### src/rtl/fetch_stage_if.sv
// Fetch-stage bus: stall/redirect controls, instruction-memory port and IF/ID outputs.
// The master modport is taken by fetch_stage; the slave modport by its surroundings.
interface fetch_stage_if;
  logic        stall;
  logic        redirect_en;
  logic [0:31] redirect_target;
  logic [0:31] imem_data;
  logic        imem_ready;
  logic [0:31] imem_addr;
  logic [0:31] instr_if;
  logic [0:31] instr_id;
  logic [0:31] pc4_id;
  logic        valid_id;

  modport master (
    input  stall, redirect_en, redirect_target, imem_data, imem_ready,
    output imem_addr, instr_if, instr_id, pc4_id, valid_id
  );

  modport slave (
    output stall, redirect_en, redirect_target, imem_data, imem_ready,
    input  imem_addr, instr_if, instr_id, pc4_id, valid_id
  );
endinterface

### src/rtl/fetch_stage.sv
// Instruction fetch stage with PC and IF/ID register; holds on stall, squashes on redirect.
// Optional performance counters (stall_cnt, bubble_cnt) are built when FETCH_PERF_CNT_EN is defined.
module fetch_stage #(
  parameter logic [0:31] RESET_PC = 32'h0000_0000,
  parameter logic [0:31] NOP_WORD = 32'h0000_0000
) (
  input  logic              clk,
  input  logic              reset,
  fetch_stage_if.master     bus
`ifdef FETCH_PERF_CNT_EN
  ,
  output logic [0:31]       stall_cnt,
  output logic [0:31]       bubble_cnt
`endif
);

  typedef enum logic [1:0] {
    SEL_REDIRECT = 2'd0,
    SEL_STALL    = 2'd1,
    SEL_BUBBLE   = 2'd2,
    SEL_FETCH    = 2'd3
  } sel_e;

  sel_e        sel_s;
  logic [0:31] pc_r;
  logic [0:31] pc_plus4_s;
  logic [0:31] pc_next_s;
  logic [0:31] instr_id_r;
  logic [0:31] instr_id_next_s;
  logic [0:31] pc4_id_r;
  logic [0:31] pc4_id_next_s;
  logic        valid_id_r;
  logic        valid_id_next_s;

  assign pc_plus4_s    = pc_r + 32'd4;
  assign bus.imem_addr = pc_r;
  assign bus.instr_if  = bus.imem_ready ? bus.imem_data : NOP_WORD;
  assign bus.instr_id  = instr_id_r;
  assign bus.pc4_id    = pc4_id_r;
  assign bus.valid_id  = valid_id_r;

  // Priority select: redirect beats stall, stall beats a not-ready memory.
  always_comb begin
    sel_s = SEL_FETCH;
    if (bus.redirect_en) begin
      sel_s = SEL_REDIRECT;
    end else if (bus.stall) begin
      sel_s = SEL_STALL;
    end else if (!bus.imem_ready) begin
      sel_s = SEL_BUBBLE;
    end else begin
      sel_s = SEL_FETCH;
    end
  end

  // Next PC and IF/ID contents for the selected action.
  always_comb begin
    pc_next_s       = pc_r;
    instr_id_next_s = instr_id_r;
    pc4_id_next_s   = pc4_id_r;
    valid_id_next_s = valid_id_r;
    case (sel_s)
      SEL_REDIRECT: begin
        pc_next_s       = bus.redirect_target & 32'hFFFF_FFFC;
        instr_id_next_s = NOP_WORD;
        pc4_id_next_s   = 32'h0000_0000;
        valid_id_next_s = 1'b0;
      end
      SEL_STALL: begin
        pc_next_s       = pc_r;
        instr_id_next_s = instr_id_r;
        pc4_id_next_s   = pc4_id_r;
        valid_id_next_s = valid_id_r;
      end
      SEL_BUBBLE: begin
        pc_next_s       = pc_r;
        instr_id_next_s = NOP_WORD;
        pc4_id_next_s   = 32'h0000_0000;
        valid_id_next_s = 1'b0;
      end
      SEL_FETCH: begin
        pc_next_s       = pc_plus4_s;
        instr_id_next_s = bus.imem_data;
        pc4_id_next_s   = pc_plus4_s;
        valid_id_next_s = 1'b1;
      end
      default: begin
        pc_next_s       = pc_r;
        instr_id_next_s = NOP_WORD;
        pc4_id_next_s   = 32'h0000_0000;
        valid_id_next_s = 1'b0;
      end
    endcase
  end

  // PC and IF/ID register with synchronous reset.
  always_ff @(posedge clk) begin
    if (reset) begin
      pc_r       <= RESET_PC;
      instr_id_r <= NOP_WORD;
      pc4_id_r   <= 32'h0000_0000;
      valid_id_r <= 1'b0;
    end else begin
      pc_r       <= pc_next_s;
      instr_id_r <= instr_id_next_s;
      pc4_id_r   <= pc4_id_next_s;
      valid_id_r <= valid_id_next_s;
    end
  end

`ifdef FETCH_PERF_CNT_EN
  logic [0:31] stall_cnt_r;
  logic [0:31] bubble_cnt_r;
  logic        bubble_inc_s;

  assign bubble_inc_s = (sel_s == SEL_REDIRECT) || (sel_s == SEL_BUBBLE);
  assign stall_cnt    = stall_cnt_r;
  assign bubble_cnt   = bubble_cnt_r;

  // Saturating event counters; they stop at all-ones rather than wrap.
  always_ff @(posedge clk) begin
    if (reset) begin
      stall_cnt_r  <= 32'h0000_0000;
      bubble_cnt_r <= 32'h0000_0000;
    end else begin
      if ((sel_s == SEL_STALL) && (stall_cnt_r != 32'hFFFF_FFFF)) begin
        stall_cnt_r <= stall_cnt_r + 32'd1;
      end else begin
        stall_cnt_r <= stall_cnt_r;
      end
      if (bubble_inc_s && (bubble_cnt_r != 32'hFFFF_FFFF)) begin
        bubble_cnt_r <= bubble_cnt_r + 32'd1;
      end else begin
        bubble_cnt_r <= bubble_cnt_r;
      end
    end
  end
`endif

endmodule

### src/flat_wrapper.sv
// flat-port wrapper written by rule: the top's interface ports become plain ports
module fetch_stage_flat 
#(
  parameter logic [0:31] RESET_PC = 32'h0000_0000,
  parameter logic [0:31] NOP_WORD = 32'h0000_0000
)
  (clk, reset, bus_stall, bus_redirect_en, bus_redirect_target, bus_imem_data, bus_imem_ready, bus_imem_addr, bus_instr_if, bus_instr_id, bus_pc4_id, bus_valid_id);
  fetch_stage_if bus_i ();
  input  logic clk;
  input  logic reset;
  input wire logic [$bits(bus_i.stall)-1:0] bus_stall;
  input wire logic [$bits(bus_i.redirect_en)-1:0] bus_redirect_en;
  input wire logic [$bits(bus_i.redirect_target)-1:0] bus_redirect_target;
  input wire logic [$bits(bus_i.imem_data)-1:0] bus_imem_data;
  input wire logic [$bits(bus_i.imem_ready)-1:0] bus_imem_ready;
  output wire logic [$bits(bus_i.imem_addr)-1:0] bus_imem_addr;
  output wire logic [$bits(bus_i.instr_if)-1:0] bus_instr_if;
  output wire logic [$bits(bus_i.instr_id)-1:0] bus_instr_id;
  output wire logic [$bits(bus_i.pc4_id)-1:0] bus_pc4_id;
  output wire logic [$bits(bus_i.valid_id)-1:0] bus_valid_id;
  assign bus_i.stall = bus_stall;
  assign bus_i.redirect_en = bus_redirect_en;
  assign bus_i.redirect_target = bus_redirect_target;
  assign bus_i.imem_data = bus_imem_data;
  assign bus_i.imem_ready = bus_imem_ready;
  assign bus_imem_addr = bus_i.imem_addr;
  assign bus_instr_if = bus_i.instr_if;
  assign bus_instr_id = bus_i.instr_id;
  assign bus_pc4_id = bus_i.pc4_id;
  assign bus_valid_id = bus_i.valid_id;
  fetch_stage #(.RESET_PC(RESET_PC), .NOP_WORD(NOP_WORD)) u_core (.clk(clk), .reset(reset), .bus(bus_i));
endmodule
### config.mk
export PLATFORM = sky130hd
export DESIGN_NAME = fetch_stage_flat
export DESIGN_NICKNAME = d
export VERILOG_FILES = /design/src/rtl/fetch_stage_if.sv /design/src/rtl/fetch_stage.sv /design/src/flat_wrapper.sv
export SDC_FILE = /design/constraint.sdc
export NUM_CORES = 1
export LEC_CHECK = 0
export BUFFER_PORTS_ARGS = -buffer_cell sky130_fd_sc_hd__buf_4
export CAP_MARGIN = 0
export CORE_MARGIN = 3
export CORE_UTILIZATION = 25
export DETAILED_ROUTE_END_ITERATION = 8
export PLACE_DENSITY_LB_ADDON = 0.2
export SLEW_MARGIN = 20
export SYNTH_ARGS = -nofsm -noshare
export SYNTH_HDL_FRONTEND = slang
export SYNTH_SLANG_ARGS = --single-unit
export TNS_END_PERCENT = 20
### constraint.sdc
create_clock -name clk -period 4.9 [get_ports clk]
set_input_delay 0 -clock clk [delete_from_list [all_inputs] [get_ports clk]]
set_output_delay 0 -clock clk [all_outputs]
set_load 0.03 [all_outputs]
==> results.cfg, run 1 <==
[placement]
place_hpwl_microns = 11600
dp_cells = 932
port_buffers = 191
place_ws_ns = 2.51
place_congestion = 0.779

[critical_path]
worstSetupStartpoint = u_core.bus.imem_addr[29]
r2r_setup_slack_ns = 2.50
crit_path_end_kind = register
worstPathRequired_ns = 5.17
r2r-start = u_core.bus.imem_addr[29]
cp.arrival_ns = 2.67
crit_path_max_fanout = 7
rr_endpoint = u_core.bus.imem_addr[5]
crit_type = reg -> reg
r2r_cells = 6
worst_setup_path_start_kind = register

[power_and_ir_drop]
seqPwrFrac_pct = 42.4
power_frac_comb_pct = 20.4
swShare_pct = 30.8
peakVddDrop_uv = 161
power_frac_clock_pct = 37.1
power.density_cell_area_mw_per_mm2 = 277
p_int_mw = 1.36
power.leakage_nw = 2.99
switchingPower_mw = 0.604

[timing]
finalCritPeriodShare_pct = 48.9
rsz0062_at_grt = no
relSlewSlack_pct = 46.1
finalWorstSetupSlack_ns = 2.50
finalHoldViolCount = 0
tightest_slew_ns = 0.808
fin_skew_ns = 0.0128
clock.fmax_mhz = 417
drv_slew = 0
setup_tns_ns = 0
whs_ns = 0.0617
finalCriticalPeriod_ns = 2.40
finalSetupViolCount = 0

[layout]
final_common_cell = buf_4
final_cell_mix = buf_4, dfxtp_1, nor2_1
final_nets = 845
antenna_cells = 0
final_cells = 1007
area_growth_pct = 52.1
final_util_pct = 39.0
layout-drive-gt1-share_pct = 30.1
fill_cells = 1874

[synthesis]
synth_edf_count = 0
synth_top_family_by_area = simple AND/OR/NAND/NOR gates
syn_inst = 548
synth_cell_types = 58
synth_flop_cell = dfxtp_1
ys_seq_area_share_pct = 40.0
async_flop_share_pct = 0
ys_ff_latch = 93
synth-adder-area-share_pct = 0.806
synth_warnings = 0
synthXorXnorAreaFrac_pct = 4.51
synth-simple-area-share_pct = 25.7
synth_area_per_cell_sq_um = 8.50
synth_compound_area_share_pct = 21.0
muxShareOfSynthArea_pct = 1.77
synth_area_sq_mm = 0.00466

[outcome]
status = finished, final reports clean

[die]
initial_core_util_pct = 25.7
dieWidth_microns = 142
die-area_sq_mm = 0.0203
die_h_microns = 142
core_sq_mm = 0.0181
num_rows = 49
io_pins = 198

[routing]
dr.pass1.iters = 5
drc = 0
wirelength_microns = 16800
ant_nets = 0
drt-initial-drc-count = 266
viasPerCell = 4.90
avgRoutedWirePerCell_microns = 16.7
vias = 4937

[clocking]
clkTransAtPathRegs_ns = 0.07
cts_tree = built
cts_max_level = 3
cts_buffers = 9
cts_sinks = 93
clock_path_buffers = 2
cts_root_buf = clkbuf_16
clkLatencyLatePin_ns = 0.35

[grt]
grt_pass1_wl_microns = 26500
antenna_found_initial = 0
grtUsageTotal_pct = 16.3
overflow = 0
grt_max_degree = 72
grt_pass1_vias = 5034

[hold_path]
hold_path.class = in -> reg
holdPathEnd = u_core.bus.imem_addr[28]
hold_depth = 5
hp-start = bus_redirect_target[3]

[job]
drv_cap = 0
what timing repair did:
item / CTS / global route
buffers inserted: 0 / 0
resized for setup: 0 / 0
endpoints found under the hold margin: 59 / 0
hold buffers: 59 / 0
Yosys cell counts (2+ instances only):
library cell | instances | area share (%)
a21boi_0 | 2 | 0.32
a21o_1 | 2 | 0.32
a21oi_1 | 27 | 2.9
a22o_1 | 18 | 3.4
a22oi_1 | 54 | 8.7
a31oi_1 | 8 | 1.1
and2_1 | 37 | 5.0
and2_2 | 2 | 0.32
and3_1 | 2 | 0.27
and4_1 | 2 | 0.38
buf_1 | 2 | 0.16
buf_2 | 3 | 0.32
buf_4 | 5 | 0.81
clkbuf_1 | 27 | 2.2
clkbuf_2 | 3 | 0.32
clkbuf_8 | 5 | 1.5
dfxtp_1 | 93 | 40
ha_1 | 3 | 0.81
inv_1 | 6 | 0.48
mux2_2 | 2 | 0.48
mux2i_1 | 6 | 1.3
nand2_1 | 34 | 2.7
nand3_1 | 18 | 1.9
nand3_2 | 2 | 0.43
nand3b_1 | 2 | 0.32
nand4_1 | 9 | 1.2
nor2_1 | 73 | 5.9
nor2b_1 | 2 | 0.27
nor3_1 | 15 | 1.6
nor4_1 | 5 | 0.67
nor4_4 | 2 | 0.91
o211ai_1 | 5 | 0.81
o21a_1 | 2 | 0.32
o21ai_0 | 15 | 1.6
o22ai_1 | 2 | 0.27
o31ai_1 | 2 | 0.32
or2_2 | 2 | 0.27
or3_1 | 7 | 0.94
xnor2_1 | 17 | 3.2
xor2_1 | 7 | 1.3
power by group through the flow:
stage / combinational [mW] / sequential [mW] / clock [mW]
floorplan: 0.185 / 0.881 / 0
global placement: 0.361 / 0.848 / 0
detailed placement: 0.366 / 0.850 / 0
CTS: 0.405 / 0.832 / 0.751
global route: 0.434 / 0.839 / 0.781
finish: 0.401 / 0.833 / 0.728
critical path: stages, from the launching register on:
cell,delay [ns]
dfxtp_1,0.48
ha_1,0.34
nand3_4,0.17
nor4_4,0.58
nand4_2,0.20
or3_1,0.38
a31oi_1,0.16
per-stage QoR:
stage | cell area [sq um] | power (mW)
final | 7080 | 1.96
after global routing | 7080 | 2.05
after CTS | 7080 | 1.99
after detailed placement | 6190 | 1.22
after global placement | 6190 | 1.21
after floorplan | 4670 | 1.07
cell families after synthesis:
logic type	after synthesis
simple gates	224
buf+inv	53
other cells	1
mux	8
compound gates	142
flops	93
fa+ha+maj	3
xor+xnor	24
worst max-delay path by stage:
stage,end,depth (start not counted),slack (ns)
after global routing,u_core.bus.imem_addr[5],6,2.30
final,u_core.bus.imem_addr[5],6,2.50
after detailed placement,u_core.bus.imem_addr[5],6,2.51
after floorplan,u_core.bus.imem_addr[5],6,2.68
after CTS,u_core.bus.imem_addr[5],6,2.49
after global placement,u_core.bus.imem_addr[22],9,2.60
layout make-up:
| cell class | count | area, sq um | share of cell area (%) |
|---|---|---|---|
| clock buffers | 10 | 229 | 3.23 |
| clock inverters | 6 | 71.3 | 1.01 |
| well taps | 229 | 287 | 4.05 |
| inverters | 7 | 26.3 | 0.371 |
| flip-flops and latches | 93 | 1860 | 26.3 |
| repair buffers | 257 | 2080 | 29.3 |
| multi-input cells | 405 | 2530 | 35.7 |
state kept, by name (all words and copies together), names as in the netlist:
signal,flops
u_core.bus.imem_addr,30
u_core.bus.instr_id,32
u_core.bus.pc4_id,30
u_core.bus.valid_id,1
per-layer routing:
layer | vias up | global-route usage (%) | wire, microns
met4 | 0 | 5.20 | 310
met1 | 2349 | 19.3 | 7200
met2 | 166 | 28.3 | 8090
met5 | - | 0 | 0
met3 | 17 | 4.77 | 1200
li1 | 2405 | - | -
Power figures use the tool's default switching activity.
==> inputs of run 2 (changes only) <==
Clock period 4.9 ns to 2.1 ns, I/O delays scaled along.
==> results.cfg, run 2 (synthesis results as in run 1) <==
[outcome]
status = finished, final reports clean

[timing]
clock.fmax_mhz = 501
fin_skew_ns = 0.00763
relSlewSlack_pct = 65.3
finalCritPeriodShare_pct = 95.1
finalSetupViolCount = 0
setup_tns_ns = 0
finalCriticalPeriod_ns = 2.00
drv_slew = 0
rsz0062_at_grt = no
finalHoldViolCount = 0
whs_ns = 0.0226
tightest_slew_ns = 0.521

[grt]
busiest_layer = met2
met2_usage_pct = 27.7
met1_usage_pct = 19.8
grtUsageTotal_pct = 16.4
grt_use_met3_pct = 5.41
grt_pass1_vias = 5019
overflow = 0
grt_pass1_wl_microns = 26600
grt_max_degree = 38
antenna_found_initial = 0

[critical_path]
worst_setup_path_start_kind = register
worstPathRequired_ns = 2.34
crit_type = reg -> reg
crit_path_max_fanout = 7
crit_path_end_kind = register
cp.arrival_ns = 2.24

[hold_path]
hold_path.class = in -> reg

[clocking]
cts_tree = built
cts_root_buf = clkbuf_16
cts_buffers = 9
clkLatencyLatePin_ns = 0.34
cts_sinks = 93
clock_path_buffers = 2
clkTransAtPathRegs_ns = 0.07
cts_max_level = 3

[placement]
place_hpwl_microns = 12500
place_congestion = 0.815
port_buffers = 191

[die]
initial_core_util_pct = 25.7
core_sq_mm = 0.0181
num_rows = 49
die-area_sq_mm = 0.0203
die_h_microns = 142
io_pins = 198
dieWidth_microns = 142

[layout]
final_nets = 872
largest_reg_flops = 32
final_util_pct = 40.5
final_cell_mix = buf_4, dfxtp_1, nor2_1
antenna_cells = 0
final_common_cell = buf_4
layout-drive-gt1-share_pct = 32.9
area_growth_pct = 57.7

[power_and_ir_drop]
power.density_cell_area_mw_per_mm2 = 673
peakVddDrop_uv = 357
total_power_mw = 4.95
power.leakage_nw = 3.16

[job]
drv_cap = 0

[routing]
avgRoutedWirePerCell_microns = 16.5
ant_nets = 0
dr.pass1.iters = 5
drt-initial-drc-count = 229
wirelength_microns = 17100
viasPerCell = 4.86
drc = 0
vias = 5026
==> run 2: layout make-up <==
cell class / count / area (sq um)
Fill cell: 1825 / 10800
Multi-Input combinational cell: 405 / 2530
Timing Repair Buffer: 284 / 2270
Sequential cell: 93 / 1860
Tap cell: 229 / 287
Clock buffer: 10 / 229
Clock inverter: 6 / 134
Inverter: 7 / 26.3
==> run 2: final timing paths <==
| kind | startpoint | to | slack (ns) | cells past startpoint |
|---|---|---|---|---|
| min | bus_redirect_target[2] | u_core.bus.imem_addr[29] | 0.02 | 5 |
| max reg2reg | u_core.bus.imem_addr[29] | u_core.bus.imem_addr[1] | 0.10 | 7 |
| min reg2reg | u_core.bus.pc4_id[15] | u_core.bus.pc4_id[15] | 0.45 | 2 |
| max | u_core.bus.imem_addr[29] | u_core.bus.imem_addr[1] | 0.10 | 7 |
==> run 2: layer usage <==
metal | routed length, microns | vias up
met2 | 8160 | 177
met4 | 273 | 0
met5 | 0 | -
li1 | - | 2467
met3 | 1440 | 18
met1 | 7220 | 2364
==> run 2: critical path, stage by stage, from the launching register on <==
cell	delay, ns
dfxtp_2	0.39
ha_1	0.24
nand3_4	0.15
nor4_4	0.37
buf_4	0.20
nand4_1	0.10
xor2_1	0.15
a221oi_1	0.30
==> run 2: where the power goes <==
part | switching, mW | leakage (nW) | internal, mW
clock network | 0.719 | 0.177 | 1.29
registers | 0.0839 | 0.757 | 1.83
logic | 0.577 | 2.23 | 0.449
total | 1.38 | 3.16 | 3.56
==> run 2: repair_timing <==
item                                   4_1_cts  5_1_grt
hold buffers                                57        0
resized for setup                            0        0
setup endpoints to repair                    0        2
endpoints found under the hold margin       57        0
setup buffers                                0        1
==> run 2: stage by stage <==
stage	instance area (sq um)	cells	worst slack (ns)
2_1_floorplan	4670	551	0.0342
3_3_place_gp	6400	960	0.127
3_5_place_dp	6400	960	0.0553
4_1_cts	7340	1033	0.0356
5_1_grt	7340	1034	0.00918
6_report	7340	1034	0.103
